**config.mk**
```make
export PLATFORM = sky130hd
export DESIGN_NAME = sha512_pad
export DESIGN_NICKNAME = d
export VERILOG_FILES = /design/src/rtl/sha512_pad.sv
export SDC_FILE = /design/constraint.sdc
export NUM_CORES = 2
export LEC_CHECK = 0
export BUFFER_PORTS_ARGS = -buffer_cell sky130_fd_sc_hd__buf_2
export CAP_MARGIN = 10
export CORE_AREA = 2 2 424 426
export DETAILED_ROUTE_END_ITERATION = 8
export DIE_AREA = 0 0 426 428
export SYNTH_ARGS = -nofsm -noshare
export SYNTH_HDL_FRONTEND = slang
export SYNTH_SLANG_ARGS = --single-unit
```
**constraint.sdc**
```tcl
create_clock -name clk -period 3.5 [get_ports clk]
set_input_delay 0.525 -clock clk [delete_from_list [all_inputs] [get_ports clk]]
set_output_delay 0.525 -clock clk [all_outputs]
set_load 0.02 [all_outputs]
```
**src/rtl/sha512_pad.sv**
```systemverilog
// rtl/sha512_pad.sv - SHA-512 message padder producing 1024-bit chunks (optional SHA512_PAD_STRICT_EN)
module sha512_pad #(
    parameter int LEN_W = 64
) (
    input  logic          clk,
    input  logic          reset,
    input  logic          in_valid,
    output logic          in_ready,
    input  logic [63:0]   in_data,
    input  logic          in_last,
    input  logic [3:0]    in_bytes,
    output logic          chunk_valid,
    input  logic          chunk_ready,
    output logic [1023:0] chunk,
    output logic          chunk_first,
    output logic          chunk_last,
    output logic          err
);
    typedef enum logic [1:0] {FILL, EMIT, EMIT_FINAL, EMIT_EXTRA} state_t;

    state_t           state, state_next;
    logic [3:0]       idx;
    logic [LEN_W-1:0] byte_count;
    logic [1023:0]    buffer;
    logic             first_flag;
    logic             pad_pending;

    logic             accept;
    logic             handshake;
    logic [3:0]       eff_bytes;
    logic [3:0]       idx_inc;
    logic [7:0]       u;
    logic [63:0]      masked;
    logic [LEN_W-1:0] count_next;
    logic [127:0]     len_next;
    logic [127:0]     len_cur;
    logic [1023:0]    fill_buf;
    logic [1023:0]    extra_buf;

    assign in_ready    = (state == FILL) && reset;
    assign accept      = in_valid && in_ready;
    assign chunk_valid = (state != FILL);
    assign handshake   = chunk_valid && chunk_ready;
    assign chunk       = buffer;
    assign chunk_first = chunk_valid && first_flag;
    assign chunk_last  = (state == EMIT_FINAL);
    assign idx_inc     = idx + 4'd1;

    // Build the buffer contents that result from accepting the current word.
    always_comb begin
        eff_bytes = 4'd8;
        if (in_last)
            eff_bytes = (in_bytes > 4'd8) ? 4'd8 : in_bytes;
        masked = '0;
        for (int k = 0; k < 8; k++) begin
            if (k < int'(eff_bytes))
                masked[63-8*k -: 8] = in_data[63-8*k -: 8];
        end
        if (in_last && eff_bytes < 4'd8)
            masked = masked | (64'h80 << (8 * (4'd7 - eff_bytes)));
        u          = {1'b0, idx, 3'b000} + {4'b0000, eff_bytes};
        count_next = byte_count + LEN_W'(eff_bytes);
        len_next   = {{(125-LEN_W){1'b0}}, count_next, 3'b000};
        len_cur    = {{(125-LEN_W){1'b0}}, byte_count, 3'b000};
        fill_buf   = buffer;
        fill_buf[64*(15-idx) +: 64] = masked;
        if (in_last && eff_bytes == 4'd8 && idx != 4'd15)
            fill_buf[64*(15-idx_inc) +: 64] = 64'h8000_0000_0000_0000;
        if (in_last && u <= 8'd111)
            fill_buf[127:0] = len_next;
        extra_buf            = '0;
        extra_buf[1023:960]  = pad_pending ? 64'h8000_0000_0000_0000 : 64'h0;
        extra_buf[127:0]     = len_cur;
    end

    always_comb begin
        state_next = state;
        case (state)
            FILL: begin
                if (accept) begin
                    if (in_last)
                        state_next = (u <= 8'd111) ? EMIT_FINAL : EMIT_EXTRA;
                    else if (idx == 4'd15)
                        state_next = EMIT;
                end
            end
            EMIT:       if (chunk_ready) state_next = FILL;
            EMIT_FINAL: if (chunk_ready) state_next = FILL;
            EMIT_EXTRA: if (chunk_ready) state_next = EMIT_FINAL;
            default:    state_next = FILL;
        endcase
    end

    always_ff @(posedge clk or negedge reset) begin
        if (!reset)
            state <= FILL;
        else
            state <= state_next;
    end

    always_ff @(posedge clk or negedge reset) begin
        if (!reset) begin
            idx         <= '0;
            byte_count  <= '0;
            buffer      <= '0;
            first_flag  <= 1'b1;
            pad_pending <= 1'b0;
        end else if (accept) begin
            buffer     <= fill_buf;
            byte_count <= count_next;
            if (!in_last && idx != 4'd15)
                idx <= idx_inc;
            if (in_last)
                pad_pending <= (u == 8'd128);
        end else if (handshake) begin
            idx        <= '0;
            first_flag <= (state == EMIT_FINAL);
            buffer     <= (state == EMIT_EXTRA) ? extra_buf : '0;
            if (state == EMIT_FINAL)
                byte_count <= '0;
        end
    end

`ifdef SHA512_PAD_STRICT_EN
    always_ff @(posedge clk or negedge reset) begin
        if (!reset)
            err <= 1'b0;
        else if (accept && ((in_bytes > 4'd8) || (!in_last && in_bytes != 4'd8)))
            err <= 1'b1;
    end
`else
    assign err = 1'b0;
`endif

endmodule

```
==> impl_metrics.ini <==
[status]
outcome = completed

[critical_path]
path_delay_family = compound AO/OA/AOI/OAI gates
critical_path.slowest_cell = dfrtp_1
critPathMostFrequentCell = ha_1
crit_fanout = 50
critPathKind = register to register
arrival_ns = 4.03
crit_chain = inv_1 > ha_1 > nand2b_1 > nor2_1 > ha_1 > nor3b_1 > o21a_1 > nand2_1 > a21o_4 > buf_12 > a22o_1
cp-end-kind = register
crit_required_ns = 4.18
start_kind = register
critPathBufInv = 2
max_stage_delay_ns = 0.48

[routing]
first_pass_iters = 9
ant_nets = 0
drtIter0Drc = 4489
wl_per_cell_um = 32.8
drt-vias-per-instance = 5.39
drc = 0
drt_wl_total_um = 246000
vias = 40300

[timing]
drv_slew = 0
setup_viol = 0
relSlewSlack_pct = 12.7
final.min_clock_period_ns = 3.35
hold_slack_ns = 0.0817
rsz0062_at_grt = no
setup_tns_ns = 0
tightestPinTransition_ns = 1.30
fmax_mhz = 299
finalCritPeriodShare_pct = 95.7
worst_clock_skew_ns = 0.0605
hold_violations = 0

[final_layout]
layout_common_cells = buf_2, dfrtp_1, nand2_1
nets = 5116
drive_gt1_share_pct = 32.3
final_common_cell = buf_2
area_growth_pct = 32.6

[synth]
synth_edf_count = 0
yosys_warnings = 0
ys_ff_latch = 1096
synth-main-ff-cell = dfrtp_1
synth_area_mm2 = 0.0444
yosysSeqAreaShare_pct = 61.8
ys_types = 76
syn_avg_cell_area_um2 = 11.4
syn_nets = 3992
synthCells = 3902
ys_async_sr_fraction_pct = 100

[floorplan]
rows = 155
coreArea_mm2 = 0.178
ios = 1102
dieHeight_um = 428
dieArea_mm2 = 0.182
fp.dieW_um = 426
initial_core_util_pct = 25.0

[grt]
grt_pass1_wl_um = 334000
grt.total_usage_pct = 26.1
grt_pass1_vias = 39200
antenna_found_initial = 22
grt_start_max_net_pins = 166
grt_overflow = 0

[clocking]
clk_latency_ns = 0.81
clockBufferDepth = 3
cts.clk_slew.worst_paths_ns = 0.07
cts_tree = yes
cts_made_buffers = 118
htree_levels = 3
cts-root-buf = clkbuf_16
clkSinkCount = 1096

[power]
peakVddDrop_mv = 0.449
power_mw = 37.4
leakage_nw = 29.2
p_per_area_mw_per_mm2 = 636

[placement]
gp_congestion = 0.936
port_buffers = 1100
place_hpwl_um = 181000

[flow_run]
maxCapViolCount = 0

[worst_hold_path]
hold_path_class = primary input to register
==> Yosys cell counts, types with 3 or more instances <==
| library cell | count | share of area (%) |
|---|---|---|
| o211ai_1 | 6 | 0.10 |
| buf_2 | 29 | 0.33 |
| a21oi_1 | 65 | 0.73 |
| nand2b_1 | 6 | 0.085 |
| and3_1 | 22 | 0.31 |
| nor4_2 | 6 | 0.17 |
| a222oi_1 | 43 | 0.97 |
| dfrtp_1 | 1095 | 62 |
| ha_1 | 16 | 0.45 |
| o22ai_1 | 9 | 0.13 |
| buf_1 | 40 | 0.34 |
| mux2i_1 | 10 | 0.23 |
| nand3_1 | 87 | 0.98 |
| o21ai_1 | 39 | 0.44 |
| nor3_1 | 32 | 0.36 |
| and2_1 | 45 | 0.63 |
| nand3b_1 | 6 | 0.10 |
| nor2_1 | 109 | 0.92 |
| a31oi_1 | 8 | 0.11 |
| nor3b_1 | 5 | 0.085 |
| nor4_1 | 21 | 0.30 |
| nand4_1 | 44 | 0.62 |
| o21ai_0 | 411 | 4.6 |
| o2bb2ai_1 | 350 | 6.9 |
| o311ai_0 | 4 | 0.079 |
| a32o_1 | 118 | 2.7 |
| or2_2 | 5 | 0.070 |
| or3_1 | 7 | 0.099 |
| inv_1 | 21 | 0.18 |
| a21o_1 | 14 | 0.24 |
| o21a_1 | 4 | 0.068 |
| xnor2_1 | 32 | 0.63 |
| o31ai_2 | 4 | 0.11 |
| nand2_1 | 518 | 4.4 |
| o31ai_1 | 23 | 0.39 |
| and4_1 | 6 | 0.12 |
| clkbuf_1 | 304 | 2.6 |
| a41oi_1 | 3 | 0.059 |
| xor2_1 | 18 | 0.36 |
| a22oi_1 | 9 | 0.15 |
| nor2b_1 | 9 | 0.13 |
| or4_1 | 7 | 0.12 |
| a22o_1 | 243 | 4.8 |
| a211oi_1 | 6 | 0.10 |
==> repair_timing <==
item	in CTS	in global routing
hold buffers	1	0
setup endpoints to repair	0	33
endpoints found under the hold margin	236	0
setup buffers	0	0
resized for setup	0	1
==> worst min-delay path, delay by kind of cell <==
family,cells,cell delay [ns]
AOI/OAI and AO/OA,1,0.08
buffers and inverters,1,0.11
and+or+nand+nor,1,0.10
==> state kept, by name (all words and copies together), names as in the netlist <==
register and flops:
byte_count 64, idx 4, first_flag 1, pad_pending 1, state 2, chunk 1024
==> metrics by stage <==
stage	util (%)	setup slack (ns)	instance area [um^2]	std cells
CTS	33.1	0.0706	58800	7482
global placement	30.7	-0.0166	54500	7260
finish	33.1	0.150	58800	7487
global route	33.1	0.0767	58800	7485
detailed placement	30.7	-0.0464	54500	7260
floorplan	-	-0.0191	44500	3902
==> report_power, final <==
group / internal, mW / total [mW] / switching, mW
clock: 8.19 / 14.0 / 5.79
sequential: 13.4 / 13.9 / 0.516
combinational: 2.23 / 9.55 / 7.32
==> final cells by class <==
type,instances,area [um^2]
antenna,5,12.5
multi-input combinational,2411,15800
inverter,21,78.8
clock inverter,52,915
tap,2355,2950
fill,18200,119000
sequential,1096,27400
timing repair buffer,1378,8210
clock buffer,169,3390
==> per-layer routing <==
metal / global-route usage (%) / wire, um / vias up / part of all wire [%]
li1: - / - / 16700 / -
met1: 31.8 / 93400 / 20900 / 38
met2: 41.8 / 115000 / 2256 / 47
met3: 5.75 / 19600 / 478 / 8.0
met4: 16.2 / 17200 / 2 / 7.0
met5: 0 / 13 / - / 0.0053
==> cell families after synthesis <==
group	count (synthesis)	share of synthesized area (%)
AO/OA/AOI/OAI	1381	23.1
buffers and inverters	395	3.43
multiplexers	12	0.276
adder cells (fa/ha/maj)	17	0.496
XOR/XNOR	51	1.04
flip-flops	1096	61.8
AND/OR/NAND/NOR	949	9.79
other	1	0.00845
==> worst paths after layout <==
check | start | endpoint | slack, ns | depth (start not counted)
min reg2reg | first_flag | first_flag | 0.47 | 2
min | in_data[60] | chunk[892] | 0.08 | 3
max reg2reg | idx[1] | chunk[337] | 0.15 | 11
min in group asynchronous | reset | chunk[885] | 0.17 | 2
max | idx[1] | chunk[337] | 0.15 | 11
max in group asynchronous | reset | chunk[809] | 1.48 | 4
No activity file was read; power rests on OpenSTA's default activity.
